<file path="src/rtl/lsu.sv">
// Load/store unit: accepts core requests over valid/ready, drives a
// request/grant/rvalid memory port, and returns a one-cycle response with
// sign/zero-extended load data.
// Optional feature macro: LSU_MISALIGN_EN -- when defined, misaligned
// accesses execute (split into two beats when they cross a bus word);
// when undefined, every misaligned access faults.
module lsu #(
  parameter int unsigned XLEN = 32
) (
  input  logic              i_clk,
  input  logic              i_rst_n,
  input  logic              i_req_valid,
  output logic              o_req_ready,
  input  logic              i_req_store,
  input  logic [1:0]        i_req_size,
  input  logic              i_req_unsigned,
  input  logic [XLEN-1:0]   i_req_addr,
  input  logic [XLEN-1:0]   i_req_wdata,
  output logic              o_rsp_valid,
  output logic              o_rsp_fault,
  output logic [XLEN-1:0]   o_rsp_rdata,
  output logic              o_mem_req,
  input  logic              i_mem_gnt,
  output logic [XLEN-1:0]   o_mem_addr,
  output logic [XLEN/8-1:0] o_mem_we,
  output logic [XLEN-1:0]   o_mem_wdata,
  input  logic              i_mem_rvalid,
  input  logic [XLEN-1:0]   i_mem_rdata
);

  localparam int unsigned NB = XLEN / 8;
  localparam int unsigned OW = $clog2(NB);
  localparam int unsigned SW = $clog2(XLEN) + 1;

  typedef enum logic [2:0] {
    StIdle, StReq0, StWait0, StReq1, StWait1, StResp
  } state_e;

  state_e            r_state;
  logic              r_req_ready;
  logic              r_rsp_valid;
  logic              r_rsp_fault;
  logic [XLEN-1:0]   r_rsp_rdata;
  logic              r_mem_req;
  logic [XLEN-1:0]   r_mem_addr;
  logic [NB-1:0]     r_mem_we;
  logic [XLEN-1:0]   r_mem_wdata;
  logic              r_store;
  logic [1:0]        r_size;
  logic              r_unsigned;
  logic [OW-1:0]     r_off;
  logic              r_split;
  logic [XLEN-1:0]   r_b1_addr;
  logic [NB-1:0]     r_b1_we;
  logic [XLEN-1:0]   r_b1_wdata;
  logic [XLEN-1:0]   r_d0;

  // Request-side decode (valid only while idle).
  logic [OW-1:0]     w_off;
  logic [3:0]        w_bytes;
  logic [2*NB-1:0]   w_bmask;
  logic [2*NB-1:0]   w_mask;
  logic [SW-1:0]     w_sh0_in;
  logic [SW-1:0]     w_sh1_in;
  logic [XLEN-1:0]   w_addr0;
  logic [XLEN-1:0]   w_addr1;
  logic [XLEN-1:0]   w_wdata0;
  logic [XLEN-1:0]   w_wdata1;
  logic              w_split;
  logic              w_fault;

  // Load-side assembly and extension.
  logic [SW-1:0]     w_ld_sh0;
  logic [SW-1:0]     w_ld_sh1;
  logic [XLEN-1:0]   w_d0;
  logic [XLEN-1:0]   w_d1;
  logic [XLEN-1:0]   w_raw;
  logic [XLEN-1:0]   w_lowmask;
  logic              w_sign;
  logic [XLEN-1:0]   w_ext;

  // Decode the incoming request into beat addresses, byte enables and lane data.
  always_comb begin
    w_off   = i_req_addr[OW-1:0];
    w_bytes = 4'd1 << i_req_size;
    w_bmask = '0;
    unique case (i_req_size)
      2'b00: w_bmask = (2*NB)'(1);
      2'b01: w_bmask = (2*NB)'(3);
      2'b10: w_bmask = (2*NB)'(15);
      2'b11: w_bmask = (2*NB)'(8'hFF);
      default: w_bmask = '0;
    endcase
    w_mask   = w_bmask << w_off;
    w_sh0_in = SW'({w_off, 3'b000});
    w_sh1_in = SW'(XLEN) - w_sh0_in;
    w_addr0  = {i_req_addr[XLEN-1:OW], {OW{1'b0}}};
    w_addr1  = w_addr0 + XLEN'(NB);
    w_wdata0 = i_req_wdata << w_sh0_in;
    w_wdata1 = i_req_wdata >> w_sh1_in;
    w_split  = (5'(w_off) + 5'(w_bytes)) > 5'(NB);
`ifdef LSU_MISALIGN_EN
    w_fault  = (i_req_size == 2'b11) && (XLEN == 32);
`else
    w_fault  = ((i_req_size == 2'b11) && (XLEN == 32)) ||
               ((w_off & OW'(w_bytes - 4'd1)) != '0);
`endif
  end

  // Merge the two beats, then truncate to the access size and extend.
  always_comb begin
    w_ld_sh0 = SW'({r_off, 3'b000});
    w_ld_sh1 = SW'(XLEN) - w_ld_sh0;
    if (r_state == StWait1) begin
      w_d0 = r_d0;
      w_d1 = i_mem_rdata;
    end else begin
      w_d0 = i_mem_rdata;
      w_d1 = '0;
    end
    // A shift by XLEN (offset 0) yields zero, so d1 drops out for aligned words.
    w_raw     = (w_d0 >> w_ld_sh0) | (w_d1 << w_ld_sh1);
    w_lowmask = '1;
    w_sign    = w_raw[XLEN-1];
    unique case (r_size)
      2'b00: begin w_lowmask = XLEN'(8'hFF);         w_sign = w_raw[7];      end
      2'b01: begin w_lowmask = XLEN'(16'hFFFF);      w_sign = w_raw[15];     end
      2'b10: begin w_lowmask = XLEN'(32'hFFFF_FFFF); w_sign = w_raw[31];     end
      2'b11: begin w_lowmask = '1;                   w_sign = w_raw[XLEN-1]; end
      default: begin w_lowmask = '1;                 w_sign = w_raw[XLEN-1]; end
    endcase
    w_ext = w_raw & w_lowmask;
    if (!r_unsigned && w_sign) w_ext = w_ext | ~w_lowmask;
  end

  // Control FSM with all outputs registered.
  always_ff @(posedge i_clk or negedge i_rst_n) begin
    if (!i_rst_n) begin
      r_state     <= StIdle;
      r_req_ready <= 1'b1;
      r_rsp_valid <= 1'b0;
      r_rsp_fault <= 1'b0;
      r_rsp_rdata <= '0;
      r_mem_req   <= 1'b0;
      r_mem_addr  <= '0;
      r_mem_we    <= '0;
      r_mem_wdata <= '0;
      r_store     <= 1'b0;
      r_size      <= 2'b00;
      r_unsigned  <= 1'b0;
      r_off       <= '0;
      r_split     <= 1'b0;
      r_b1_addr   <= '0;
      r_b1_we     <= '0;
      r_b1_wdata  <= '0;
      r_d0        <= '0;
    end else begin
      unique case (r_state)
        StIdle: begin
          if (i_req_valid) begin
            r_req_ready <= 1'b0;
            r_store     <= i_req_store;
            r_size      <= i_req_size;
            r_unsigned  <= i_req_unsigned;
            r_off       <= w_off;
            r_split     <= w_split;
            r_b1_addr   <= w_addr1;
            r_b1_we     <= i_req_store ? w_mask[2*NB-1:NB] : '0;
            r_b1_wdata  <= i_req_store ? w_wdata1 : '0;
            if (w_fault) begin
              r_rsp_valid <= 1'b1;
              r_rsp_fault <= 1'b1;
              r_state     <= StResp;
            end else begin
              r_mem_req   <= 1'b1;
              r_mem_addr  <= w_addr0;
              r_mem_we    <= i_req_store ? w_mask[NB-1:0] : '0;
              r_mem_wdata <= i_req_store ? w_wdata0 : '0;
              r_state     <= StReq0;
            end
          end
        end
        StReq0: begin
          if (i_mem_gnt) begin
            if (r_store && r_split) begin
              // Back-to-back second store beat; mem_req stays high.
              r_mem_addr  <= r_b1_addr;
              r_mem_we    <= r_b1_we;
              r_mem_wdata <= r_b1_wdata;
              r_state     <= StReq1;
            end else begin
              r_mem_req   <= 1'b0;
              r_mem_addr  <= '0;
              r_mem_we    <= '0;
              r_mem_wdata <= '0;
              if (r_store) begin
                r_rsp_valid <= 1'b1;
                r_state     <= StResp;
              end else begin
                r_state     <= StWait0;
              end
            end
          end
        end
        StWait0: begin
          if (i_mem_rvalid) begin
            if (r_split) begin
              r_d0        <= i_mem_rdata;
              r_mem_req   <= 1'b1;
              r_mem_addr  <= r_b1_addr;
              r_mem_we    <= '0;
              r_mem_wdata <= '0;
              r_state     <= StReq1;
            end else begin
              r_rsp_valid <= 1'b1;
              r_rsp_rdata <= w_ext;
              r_state     <= StResp;
            end
          end
        end
        StReq1: begin
          if (i_mem_gnt) begin
            r_mem_req   <= 1'b0;
            r_mem_addr  <= '0;
            r_mem_we    <= '0;
            r_mem_wdata <= '0;
            if (r_store) begin
              r_rsp_valid <= 1'b1;
              r_state     <= StResp;
            end else begin
              r_state     <= StWait1;
            end
          end
        end
        StWait1: begin
          if (i_mem_rvalid) begin
            r_rsp_valid <= 1'b1;
            r_rsp_rdata <= w_ext;
            r_state     <= StResp;
          end
        end
        StResp: begin
          r_rsp_valid <= 1'b0;
          r_rsp_fault <= 1'b0;
          r_rsp_rdata <= '0;
          r_req_ready <= 1'b1;
          r_state     <= StIdle;
        end
        default: begin
          r_state     <= StIdle;
          r_req_ready <= 1'b1;
        end
      endcase
    end
  end

  assign o_req_ready = r_req_ready;
  assign o_rsp_valid = r_rsp_valid;
  assign o_rsp_fault = r_rsp_fault;
  assign o_rsp_rdata = r_rsp_rdata;
  assign o_mem_req   = r_mem_req;
  assign o_mem_addr  = r_mem_addr;
  assign o_mem_we    = r_mem_we;
  assign o_mem_wdata = r_mem_wdata;

endmodule
</file>
<file path="config.mk">
export PLATFORM = sky130hd
export DESIGN_NAME = lsu
export DESIGN_NICKNAME = d
export VERILOG_FILES = /design/src/rtl/lsu.sv
export SDC_FILE = /design/constraint.sdc
export NUM_CORES = 1
export LEC_CHECK = 0
export CORE_MARGIN = 2
export CORE_UTILIZATION = 40
export DETAILED_ROUTE_END_ITERATION = 8
export DONT_BUFFER_PORTS = 1
export HOLD_SLACK_MARGIN = 0.08
export SLEW_MARGIN = 30
export SYNTH_ARGS = -nofsm -noshare
export SYNTH_HDL_FRONTEND = slang
export SYNTH_SLANG_ARGS = --single-unit
</file>
<file path="constraint.sdc">
create_clock -name i_clk -period 3.5 [get_ports i_clk]
set_input_delay 0.175 -clock i_clk [delete_from_list [all_inputs] [get_ports i_clk]]
set_output_delay 0.175 -clock i_clk [all_outputs]
set_load 0.03 [all_outputs]
</file>
==> qor.yml <==
status:
  status: "finished, violations left"
  failed_checks: "hold timing"
die:
  ioPinCount: 209
  start_util_pct: 40.6
  core_area_mm2: 0.0287
  die-area_mm2: 0.0305
  chipHeight_um: 175
  fp.dieW_um: 175
  rows: 62
global_routing:
  antenna_found_initial: 0
  grt_pass1_vias: 10600
  grt_max_degree: 211
  grt_use_total_pct: 24.3
  grt_overflow: 0
  grt_pass1_wl_um: 59900
worst_setup_path:
  path_class: "in2reg"
  crit_path_end_kind: "flip-flop"
  crit_path_start_kind: "input port"
  critPathArrivalTime_ps: 3670
  cp_data_required_time_ps: 3900
  crit_slowest_cell: "or4_1"
  path_cells: "dlygate4sd3_1, nand3_2, or4_1, nor3_2, a31oi_1, dlygate4sd3_1, or3b_1, dlygate4sd3_1"
  slowest_delay_ps: 720
  critPathMaxFanout: 8
  cp_common_cell: "dlygate4sd3_1"
layout:
  fin_util_pct: 49.6
  finish.net_count: 1422
  area_growth_pct: 22.1
  multi_input_area_mm2: 0.00598
  drive_gt1_share_pct: 10.9
  diodes: 0
  fillers: 2645
  final_cells: 1709
  ff_latch_area_mm2: 0.00526
power_and_ir_drop:
  power.density_mw_per_mm2: 902
  p_clk_share_pct: 20.1
  p_int_w: 0.00712
  p_comb_share_pct: 36.6
  power_switching_w: 0.00573
  peakVddDrop_uv: 515
  p_total_w: 0.0128
  leakage_nw: 6.01
  power_switching_share_pct: 44.6
  power_frac_seq_pct: 43.2
clock_network:
  post-cts-setup-buffers: 0
  cts_max_level: 1
  cts_buffers: 24
  ctsHoldBuffers: 144
  cts.path.max_buffers: 3
  cts_num_sinks: 210
  cts_root_buffer: "clkbuf_16"
  clkTransAtPathRegs_ps: 60
  cts_tree: "yes"
  clk_latency_ps: 520
timing:
  min_period_ps: 3270
  finalSetupViolCount: 0
  fin_crit_sh_pct: 93.3
  hold_violations: 210
  fmax_mhz: 306
  tns_ps: 0
  hold_slack_ps: -627
  worstMarginPinSlew_ps: 835
  max-slew-margin-rel_pct: 44.3
  finalMaxSlewViolations: 0
  setup_ws_ps: 234
  rsz0062_at_grt: "false"
  skew_ps: 10.6
detailed_routing:
  detailroute.via_count: 10200
  drt_iter0_drc: 923
  drt-total-wl_um: 37400
  post_drt_via_cell_ratio: 5.99
  wl_per_cell_um: 21.9
  drtAntennaViolNets: 0
  drc: 0
  first_pass_iters: 5
yosys:
  yosysTopAreaCell: "dfrtp_1"
  synth_fa_ha_area_share_pct: 0.923
  seq_area_frac_synth_pct: 45.1
  synthDistinctLibCells: 72
  synth.area.mux_share_pct: 13.2
  yosysMostFrequentCell: "dfrtp_1"
  syn_area_per_cell_um2: 9.62
  synth-edff-count: 0
  yosysTopAreaCellShare_pct: 44.8
  synthSimpleGateAreaFrac_pct: 14.9
  synth_area_leaders: "dfrtp_1 45%, mux2i_1 5.7%, a21oi_1 5.1%"
  ys.flop_type: "dfrtp_1"
  syn_area_mm2: 0.0117
  synthCells: 1212
  synthArstFlopShare_pct: 100
  ys_ff_latch: 210
  synthXorXnorAreaFrac_pct: 1.73
  synthTopCellsByCount: "209 x dfrtp_1, 153 x nand2_1, 118 x a21oi_1"
  synth_compound_area_share_pct: 20.1
  synth_top_family_by_area: "compound AO/OA/AOI/OAI gates"
  ys_warn_count: 0
min_path:
  hp-class: "in2async"
place:
  dp_cells: 1523
  place_congestion: 0.880
  place_ws_ps: 745
  port_buffers: 0
  dp_hpwl_um: 23000
job:
  drv_cap: 0
cells by family (layout without fill, tap and decap cells):
group           count (synthesis)  in the layout
mux                           123            123
fa+ha+maj                       8              8
compound gates                354            354
xor+xnor                       23             23
other cells                     1              2
flops                         210            210
buf+inv                       118            230
simple gates                  375            375
registers in the layout (all words and copies together), names as in the netlist:
register and count:
r_b1_we 4, r_store 1, r_b1_wdata 32, r_size 2
r_split 1, o_mem_we 4, r_b1_addr 30, r_unsigned 1
o_mem_wdata 32, o_mem_addr 30, o_rsp_rdata 32, r_state 3
o_rsp_fault 1, o_mem_req 1, r_d0 32, r_off 2
o_rsp_valid 1, o_req_ready 1
power groups by stage:
stage               clock network (W)  registers, W  logic [W]
floorplan                           0       0.00521    0.00354
global placement                    0       0.00557    0.00429
detailed placement                  0       0.00558    0.00438
CTS                           0.00263       0.00555    0.00467
global route                  0.00274       0.00568    0.00524
finish                        0.00259       0.00555    0.00471
through the flow:
stage / hold WS (ps) / area, um2
detailed placement: -101 / 12000
CTS: -649 / 14200
global route: -649 / 14200
finish: -627 / 14200
floorplan: -121 / 11700
global placement: -112 / 12000
path summary, 6_finish.rpt:
check / start / cells past startpoint / end / slack [ps]
setup / recovery: i_req_addr[4] / 8 / r_b1_addr[31] / 230
hold / removal: i_rst_n / 0 / o_rsp_rdata[24] / -630
setup reg to reg: r_state[2] / 6 / r_b1_wdata[31] / 330
hold reg to reg: r_b1_addr[3] / 2 / r_b1_addr[3] / 470
max in group asynchronous: i_rst_n / 0 / o_mem_wdata[1] / 3710
min in group i_clk: i_mem_rdata[6] / 4 / o_rsp_rdata[22] / 100
cells in the final DEF, fill, tap and decap left out, types with 7 or more instances in the layout:
master and instances:
a211oi_1 8, a21oi_1 118, a221o_1 7, a22o_1 18, a22oi_1 50, a32o_1 8
a32oi_1 9, and2_1 9, and3_1 7, buf_4 23, clkbuf_16 25, dfrtp_1 208
dlygate4sd3_1 143, inv_1 18, mux2_2 35, mux2i_1 66, mux4_2 21, nand2_1 153
nand2b_1 21, nand3_1 35, nor2_1 95, nor2b_1 13, o211ai_1 9, o21ai_0 49
o21ai_1 12, o221ai_1 8, o22ai_1 12, o311a_1 7, o31ai_1 19, xnor2_1 16
xor2_1 7
metal layers:
metal / routed length [um] / part of all wire, % / track usage (%) / vias to the layer above
met5: 0 / 0 / 0 / -
met4: 1290 / 3.4 / 8.51 / 0
met3: 3550 / 9.5 / 5.96 / 104
met2: 16900 / 45 / 37.9 / 534
met1: 15700 / 42 / 33.0 / 4987
li1: - / - / - / 4608
worst max-delay path: cells and delay by family:
kind	cells	cell delay, ps
buf+inv	3	1780
compound gates	1	120
simple gates	4	1590
area by class of cell:
cell class | instances | share of cell area, %
clock buffers | 35 | 5.01
clock inverters | 7 | 0.633
inverters | 20 | 0.527
multi-input cells | 885 | 42.0
flip-flops and latches | 210 | 36.9
well taps | 384 | 3.37
repair buffers | 168 | 11.5
what timing repair did:
action,CTS,global route
endpoints found under the setup margin,0,1
resized for setup,0,1
hold endpoints to repair,387,210
No activity file was read; power rests on OpenSTA's default activity.
